--- src/rtl/ghost_move_scheduler_pkg.sv ---
// Shared encodings for the ghost movement scheduler: directions, FSM states
// and default spawn constants.
package ghost_move_scheduler_pkg;

    localparam logic [2:0] DIR_STAY  = 3'd0;
    localparam logic [2:0] DIR_UP    = 3'd1;
    localparam logic [2:0] DIR_DOWN  = 3'd2;
    localparam logic [2:0] DIR_LEFT  = 3'd3;
    localparam logic [2:0] DIR_RIGHT = 3'd4;

    typedef enum logic [2:0] {
        ST_IDLE   = 3'd0,
        ST_LOAD   = 3'd1,
        ST_REQ    = 3'd2,
        ST_COMMIT = 3'd3,
        ST_DONE   = 3'd4
    } state_t;

    localparam int DEF_SPAWN_X  = 27;
    localparam int DEF_SPAWN_DX = 2;
    localparam int DEF_SPAWN_Y  = 24;

    function automatic logic [2:0] dir_of(input logic [7:0] rnd);
        return 3'(rnd % 8'd5);
    endfunction

endpackage

--- src/rtl/ghost_move_scheduler_tick_divider.sv ---
// Free-running movement tick generator; freezes while enable is low.
// Shared with the pacman controller.
module tick_divider #(
    parameter int TICK_DIV = 833333
) (
    input  logic clk,
    input  logic reset_n,
    input  logic enable,
    output logic tick
);
    localparam int CW = (TICK_DIV > 1) ? $clog2(TICK_DIV) : 1;
    localparam logic [CW-1:0] LAST = CW'(TICK_DIV - 1);

    logic [CW-1:0] cnt_q, cnt_d;

    always_comb begin
        tick  = enable && (cnt_q == LAST);
        cnt_d = cnt_q;
        if (enable) begin
            cnt_d = (cnt_q == LAST) ? '0 : cnt_q + CW'(1);
        end
    end

    always_ff @(posedge clk) begin
        if (!reset_n) begin
            cnt_q <= '0;
        end else begin
            cnt_q <= cnt_d;
        end
    end

endmodule

--- src/rtl/ghost_move_scheduler.sv ---
// Walks every ghost once per movement tick through a single shared
// wall-lookup port, committing or rejecting one random step per ghost.
module ghost_move_scheduler
    import ghost_move_scheduler_pkg::*;
#(
    parameter int NUM_GHOSTS = 4,
    parameter int TICK_DIV   = 833333,
    parameter int SPAWN_X    = DEF_SPAWN_X,
    parameter int SPAWN_DX   = DEF_SPAWN_DX,
    parameter int SPAWN_Y    = DEF_SPAWN_Y,
    parameter int X_MAX      = 159,
    parameter int Y_MAX      = 119
) (
    input  logic                    clk,
    input  logic                    reset_n,
    input  logic                    enable,
    input  logic [7:0]              random_in,
    input  logic [7:0]              pac_x,
    input  logic [7:0]              pac_y,
    output logic                    wall_req,
    output logic [7:0]              wall_x,
    output logic [7:0]              wall_y,
    input  logic                    wall_ack,
    input  logic                    wall_blocked,
    output logic [8*NUM_GHOSTS-1:0] ghost_x_flat,
    output logic [8*NUM_GHOSTS-1:0] ghost_y_flat,
    output logic                    busy,
    output logic                    frame_done,
    output logic                    caught,
    output logic                    overrun
);
    localparam int GW = (NUM_GHOSTS > 1) ? $clog2(NUM_GHOSTS) : 1;
    localparam logic [GW-1:0] LAST_G = GW'(NUM_GHOSTS - 1);
    localparam logic [7:0] XMAX8 = 8'(X_MAX);
    localparam logic [7:0] YMAX8 = 8'(Y_MAX);

    state_t          state_q, state_d;
    logic [GW-1:0]   g_q, g_d;
    logic            accept_q, accept_d;
    logic [7:0]      wx_q, wx_d, wy_q, wy_d;
    logic [7:0]      gx_q [NUM_GHOSTS];
    logic [7:0]      gy_q [NUM_GHOSTS];
    logic            tick;
    logic [2:0]      dir;
    logic [7:0]      cur_x, cur_y, nx, ny;
    logic            legal;
    logic            hit;

    tick_divider #(.TICK_DIV(TICK_DIV)) u_tick (
        .clk     (clk),
        .reset_n (reset_n),
        .enable  (enable),
        .tick    (tick)
    );

    // Candidate cell for the current ghost; edge moves are illegal, never wrapped.
    always_comb begin
        dir   = dir_of(random_in);
        cur_x = gx_q[g_q];
        cur_y = gy_q[g_q];
        nx    = cur_x;
        ny    = cur_y;
        legal = 1'b0;
        case (dir)
            DIR_UP:    begin ny = cur_y - 8'd1; legal = (cur_y != 8'd0);  end
            DIR_DOWN:  begin ny = cur_y + 8'd1; legal = (cur_y <  YMAX8); end
            DIR_LEFT:  begin nx = cur_x - 8'd1; legal = (cur_x != 8'd0);  end
            DIR_RIGHT: begin nx = cur_x + 8'd1; legal = (cur_x <  XMAX8); end
            default:   legal = 1'b0;
        endcase
    end

    always_comb begin
        state_d  = state_q;
        g_d      = g_q;
        accept_d = accept_q;
        wx_d     = wx_q;
        wy_d     = wy_q;
        case (state_q)
            ST_IDLE: begin
                if (tick) begin
                    g_d     = '0;
                    state_d = ST_LOAD;
                end
            end
            ST_LOAD: begin
                accept_d = 1'b0;
                if (legal) begin
                    wx_d    = nx;
                    wy_d    = ny;
                    state_d = ST_REQ;
                end else begin
                    state_d = ST_COMMIT;
                end
            end
            ST_REQ: begin
                if (wall_ack) begin
                    accept_d = !wall_blocked;
                    state_d  = ST_COMMIT;
                end
            end
            ST_COMMIT: begin
                if (g_q == LAST_G) begin
                    state_d = ST_DONE;
                end else begin
                    g_d     = g_q + GW'(1);
                    state_d = ST_LOAD;
                end
            end
            ST_DONE: state_d = ST_IDLE;
            default: state_d = ST_IDLE;
        endcase
    end

    always_ff @(posedge clk) begin
        if (!reset_n) begin
            state_q  <= ST_IDLE;
            g_q      <= '0;
            accept_q <= 1'b0;
            wx_q     <= '0;
            wy_q     <= '0;
        end else begin
            state_q  <= state_d;
            g_q      <= g_d;
            accept_q <= accept_d;
            wx_q     <= wx_d;
            wy_q     <= wy_d;
        end
    end

    always_ff @(posedge clk) begin
        if (!reset_n) begin
            for (int g = 0; g < NUM_GHOSTS; g++) begin
                gx_q[g] <= 8'(SPAWN_X + g * SPAWN_DX);
                gy_q[g] <= 8'(SPAWN_Y);
            end
        end else if (state_q == ST_COMMIT && accept_q) begin
            gx_q[g_q] <= wx_q;
            gy_q[g_q] <= wy_q;
        end
    end

    always_comb begin
        hit = 1'b0;
        for (int g = 0; g < NUM_GHOSTS; g++) begin
            if (gx_q[g] == pac_x && gy_q[g] == pac_y) hit = 1'b1;
        end
    end

    for (genvar g = 0; g < NUM_GHOSTS; g++) begin : g_flat
        assign ghost_x_flat[8*g +: 8] = gx_q[g];
        assign ghost_y_flat[8*g +: 8] = gy_q[g];
    end

    assign wall_req   = (state_q == ST_REQ);
    assign wall_x     = wx_q;
    assign wall_y     = wy_q;
    assign busy       = (state_q != ST_IDLE);
    assign frame_done = (state_q == ST_DONE);
    assign caught     = (state_q == ST_DONE) && hit;
    assign overrun    = tick && (state_q != ST_IDLE);

endmodule

--- config.mk ---
export PLATFORM = sky130hd
export DESIGN_NAME = ghost_move_scheduler
export DESIGN_NICKNAME = d
export VERILOG_FILES = /design/src/rtl/ghost_move_scheduler_pkg.sv /design/src/rtl/ghost_move_scheduler_tick_divider.sv /design/src/rtl/ghost_move_scheduler.sv
export SDC_FILE = /design/constraint.sdc
export NUM_CORES = 1
export LEC_CHECK = 0
export BUFFER_PORTS_ARGS = -buffer_cell sky130_fd_sc_hd__buf_2
export CORE_MARGIN = 2
export CORE_UTILIZATION = 30
export DETAILED_ROUTE_END_ITERATION = 6
export SLEW_MARGIN = 20
export SYNTH_ARGS = -nofsm -noshare
export SYNTH_HDL_FRONTEND = slang
export SYNTH_SLANG_ARGS = --single-unit
--- constraint.sdc ---
create_clock -name clk -period 19.15 [get_ports clk]
set_input_delay 3.83 -clock clk [delete_from_list [all_inputs] [get_ports clk]]
set_output_delay 3.83 -clock clk [all_outputs]
set_load 0.02 [all_outputs]
======== Yosys cells after proc, flatten, opt, wreduce, memory -nomap -nowiden ========
Memory sizes are Yosys's and may differ from the RTL's. A register that Yosys moved wholly into a read port is not among the register bits.
Cells that the tools add are included.
cells by class
  add/sub/neg operators ................... 6
  magnitude comparators ................... 2
  div/mod/pow operators ................... 1
  muxes and demuxes ....................... 32
  reductions and logical operators ........ 21
  bitwise logic cells ..................... 0
  equality and inequality tests ........... 21
  shift operators ......................... 0
  $mul .................................... 0
operator list
  kind                   count
  $eq 8x8->1             8
  $pmux 8 s2             2
  $add 20x1->20 const B  1
  $eq 20x20->1 const B   1
  $mux 20                1
  $add 8x1->8 const B    2
  $mux 2                 8
  $mux 8                 2
  $reduce_bool 8->1      2
  $reduce_or 8->1        2
  $sub 8x1->8 const B    2
  $eq 3x2->1 const B     4
  $mux 1                 12
  $pmux 3 s4             1
  $mux 3                 3
  $logic_and 1x1->1      8
  $lt 8x7->1 const B     1
  $lt 8x8->1 const B     1
  $mod 8x3->8 const B    1
  $eq 3x1->1 const B     2
  $eq 3x3->1 const B     2
  $reduce_and 2->1       3
  $ne 2x2->1 const B     2
  $pmux 1 s4             1
  10 further kinds       11
storage, ports and cells
  output and inout bits ................... 85
  latch bits .............................. 0
  memories kept ........................... 2
  bits in writable memories ............... 64
  word-level logic and storage cells ...... 91
  ROM bits ................................ 0
  register bits after elaboration ......... 42
  input bits .............................. 29
memories
  name  depth  width  rd ports  clocked after memory_dff  wr ports  line                        RTL
  gx_q  4      8      5         1                         4         ghost_move_scheduler.sv:41  logic [7:0] gx_q [NUM_GHOSTS];
  gy_q  4      8      5         1                         4         ghost_move_scheduler.sv:42  logic [7:0] gy_q [NUM_GHOSTS];

======== Longest topological paths before layout ========
An unclocked memory read counts as a cell.
  depth in word-level cells ............... 8
  gate-level depth with buffers ........... 31
  depth with buffers taken out ............ 30

======== Modules after synthesis ========
From an unflattened synthesis, not the netlist that was laid out.
second synthesis, totals
  cells, all modules ...................... 711
  area, all modules ....................... 7365.8 um^2
modules (own cells, without submodules)
  module                instances  cells an instance  area an instance (um^2)  seq. area each (um^2)
  ghost_move_scheduler  1          599                6364.9                   2402.3
  tick_divider          1          112                1001.0                   400.4

======== Worst setup path after synthesis ========
No wires, ideal clock.
  path kind ............................... input to register
  start ................................... in random_in[5]
  end ..................................... reg wy_q[7] (netlist: wall_y[7])
  cell stages on the path ................. 31
  buffers on the path ..................... 1
  setup time .............................. 0.131 ns
  data required time ...................... 19.019 ns
  arrival ................................. 9.300 ns
  path slack .............................. 9.719 ns
  path through ............................ buf_2 nor4bb_1 a221o_1 o31ai_4 o21ai_0 nor2_1 ha_1 nor2_1 o211ai_1 a221oi_1 xnor2_1 ha_1 nand2b_1 inv_1 a31oi_1 a21boi_2 nor2_1 xnor2_1 nand2b_1 ha_1 and2_1 a311o_1 a21o_1 a21oi_1 nor2_1 a211oi_1 or3_1 a21boi_1 o21ai_0 xor2_1 a21oi_1
on the way
  longest elaborated chain between the ends .. 4
  elaborated cells on any way between the ends .. 8
  those cells by class .................... div (1); eq/ne (4); mux (2); reduce/logical (1)
RTL lines
  element                                   line                            RTL
  from (decl)                               ghost_move_scheduler.sv:17      input logic [7:0] random_in,
  $mod 8x3->8 (*)                           ghost_move_scheduler_pkg.sv:24  return 3'(rnd % 8'd5);
  $eq 3x3->1, or another cell as far along  ghost_move_scheduler.sv:64      case (dir)
  $pmux 1 s4                                ghost_move_scheduler.sv:64
  $reduce_and 2->1 (no line)                -
  to (signal assigned)                      ghost_move_scheduler.sv:127     wy_q <= wy_d;
  to (decl)                                 ghost_move_scheduler.sv:40      logic [7:0] wx_q, wx_d, wy_q, wy_d;
Every way passes the cells marked *; elsewhere a longest branch is shown, timed or not.
A chain may end at the register's enable or synchronous reset.

======== Worst setup path after layout ========
Ends and elaborated chain as after synthesis.

==> results by group <==
Clock tree
  • TritonCTS clock tree: built
  • Clk pin slew, worst setup/hold paths: ~0.08 ns
  • Clock latency on the worst-skew pair: roughly 0.36 ns
  • Hold-fix buffers, CTS: 0
  • Clock Tree Buf Depth: 2
  • # clock sinks: 108
  • Setup bufs post-CTS: 0
  • Clock root buffer master: clkbuf_16
  • Post-cts resize count: 0
  • CTS buffer count: 9
  • Htree depth: 3

Critical path
  • Critical path launch point type: primary input
  • Worst Path Buf+Inv: 2
  • Cell family with most CP delay: compound AO/OA/AOI/OAI gates
  • WP data arrival: 10.41 ns
  • CP Data Required Time: 19.39 ns
  • Slowest cell on crit path: xnor2_1
  • Worst Path Max Fanout: 19
  • CP Class: in -> reg
  • Most used cell, CP: nor2_1
  • Worst path max stage delay: between 0.5 and 0.6 ns
  • CP Capture Type: flop

Global routing
  • Antenna violations before repair: 0
  • GR Overflow Total: 0
  • Global routing usage summed across all routing layers: 0.167
  • First-pass GRT wire length: 31.3 mm
  • Vias in the first global route: ~5400
  • Largest net degree at the start of global routing: 31

Drt
  • DRT iter0 DRCs: around 500
  • Post-DRT Antenna Nets: 0
  • DR pass1 iterations: 5
  • Total number of vias: 5721
  • WL/cell: between 15 and 20 µm
  • Wirelength, routed: 20.5 mm
  • DR DRC count: 0
  • Via density per instance: 5.14

Timing
  • Crit share post-route: 0.531
  • RSZ-0062 raised after global routing: no
  • Slew HR: 0.304
  • Total Neg Setup Slack: 0 ns
  • Minimum clock period: around 10 ns
  • Worst Clk Skew: 0.0104 ns
  • Finish-stage setup viols: 0
  • Post-route worst setup slack: 8.98 ns
  • Final Hold Fails: 0
  • Fmax: 98.3 MHz
  • Fin. max-slew vios: 0
  • Worst Max-Slew Pin Slew: 1.04 ns

Yosys
  • Primary FF master, synth: edfxtp_1
  • Register area share after synthesis: 0.400
  • Number of synthesized flops with an enable pin: 64
  • Syn_nets: about 750
  • Synth async-reset ratio: 0
  • Mux share of post-synthesis cell area: 0.0736
  • Mapped cell area: 7000 µm²
  • Register bit count reported by yosys: 108
  • Cell count after synthesis: 697
  • Largest family of logic cells by synthesized area: simple AND/OR/NAND/NOR gates
  • Post-synthesis compound-gate area fraction: 0.113
  • Post-synthesis cell type count: 69
  • Avg Synthesized Cell Area: 10.0 µm²
  • Xor/xnor share of the synthesized area: 0.130
  • Simple logic cell fraction of the synthesized area: 0.214
  • Yosys Warn Count: 0
  • Post-Synth Adder-Cell Area: 0.0415

Final layout
  • Area growth, synth to finish: 16.9%
  • # diodes: 0
  • Final #Nets: 845
  • Share of cells above drive strength 1: 0.199

Floorplan
  • Die area: 24600 µm²
  • Core ar.: 22800 µm²
  • Initial Util: 0.307
  • Die X: about 160 µm
  • Die Ht: 157 µm
  • Rows: 55
  • Top-Level Pins: 114

Placement
  • Port bufs: 113
  • Pre-CTS setup slack: 8.71 ns
  • DP HPWL: around 15 mm
  • Final GP Congestion: ~0.88

Pwr
  • Worst IR Drop VDD: 0.0536 mV
  • Static Leak: 3.04 nW
  • Power Density: 75.9 nW/µm²

Outcome
  • Status: finished, final reports clean

Run
  • Max-cap violation count: 0

Hold path
  • Min-Delay Path Class: reg -> reg
cell usage after synthesis, types with 3 or more instances:
library cell	instances	area (µm²)
inv_1	13	48.8
o211ai_1	7	52.6
nor2b_1	5	31.3
a21oi_1	29	145
o21ai_0	27	135
nand2_1	37	139
nand2b_1	32	200
ha_1	20	250
xnor2_1	49	429
nor4_1	14	87.6
a31oi_1	3	18.8
dfxtp_1	44	881
o22ai_1	4	25.0
nand3_1	19	95.1
or3_1	4	25.0
xor2_1	55	482
buf_2	12	60.1
mux2i_1	14	140
edfxtp_1	64	1920
nor2_1	41	154
a211oi_1	5	37.5
and3_1	13	81.3
nor3b_1	6	45.0
o31ai_1	3	22.5
a21o_1	10	75.1
clkbuf_1	17	63.8
nor3_1	14	70.1
and2_1	46	288
nand4_1	19	119
nor4b_1	4	35.0
mux4_2	16	360
logic make-up after synthesis:
group	after synthesis
fa+ha+maj	22
mux	31
xor+xnor	104
compound gates	117
buf+inv	45
simple gates	270
flops	108
sequential cells by signal (all words and copies together), names as in the netlist, named ones only:
register / count
gx_q: 32
gy_q: 32
u_tick.cnt_q: 20
wall_x: 8
wall_y: 8
state_q: 3
g_q: 2
accept_q: 1
report_power, final:
group / switching, W / internal, W / total, W
registers: 0.00000861 / 0.000252 / 0.000261
logic: 0.0000965 / 0.0000647 / 0.000161
clock network: 0.0000952 / 0.000104 / 0.000199
total: 0.000200 / 0.000421 / 0.000621
layout by cell type, fill, tap and decap left out, types with 4 or more instances in the layout:
master / n
nor4b_1: 4
clkbuf_16: 9
o211ai_1: 7
nand4_1: 19
nand2b_1: 32
a21oi_1: 29
and2_1: 46
nor4_1: 14
buf_4: 5
nor2b_1: 5
a211oi_1: 5
nand3_1: 19
nor2_1: 41
dfxtp_1: 44
edfxtp_1: 64
nor3_1: 13
o21ai_0: 27
ha_1: 20
or3_1: 4
mux4_2: 16
buf_2: 113
a21o_1: 10
nand2_1: 37
and3_1: 13
mux2i_1: 14
xnor2_1: 49
xor2_1: 55
nor3b_1: 4
inv_1: 13
through the flow:
stage	util	power [W]	instances	area [µm²]	hold slack, ns
after floorplan	-	0.000384	697	7000	0.467
after global placement	0.346	0.000424	1096	7880	0.487
after detailed placement	0.346	0.000425	1096	7880	0.495
after CTS	0.359	0.000622	1112	8190	0.512
after global routing	0.359	0.000649	1112	8190	0.539
final	0.359	0.000621	1112	8190	0.508
area by class of cell:
| cell class | count | area (µm²) |
|---|---|---|
| Multi-Input combinational cell | 544 | 4030 |
| Fill cell | 2295 | 14600 |
| Tap cell | 313 | 392 |
| Clock inverter | 7 | 80.1 |
| Inverter | 13 | 48.8 |
| Clock buffer | 9 | 225 |
| Timing Repair Buffer | 118 | 603 |
| Sequential cell | 108 | 2800 |
metal layers:
metal,vias up,global-route usage,share of wire
met5,-,0,0
met4,0,0.0411,0.012
met3,16,0.0368,0.069
met2,180,0.260,0.46
met1,2781,0.236,0.46
li1,2744,-,-
worst min-delay path: cells and delay by family, from the launching register on:
family / cells / cell delay, ns
DFF: 1 / 0.33
AOI/OAI and AO/OA: 2 / 0.13
path summary, 6_finish.rpt:
kind,from,endpoint,slack [ns],depth (start not counted)
max reg2reg,flop,wall_y[7],15.12,13
min reg2reg,u_tick.cnt_q[14],u_tick.cnt_q[14],0.51,2
max,random_in[5],wall_y[7],8.98,31
min,u_tick.cnt_q[14],u_tick.cnt_q[14],0.51,2
Note: power is estimated with default switching activity, not from simulation.
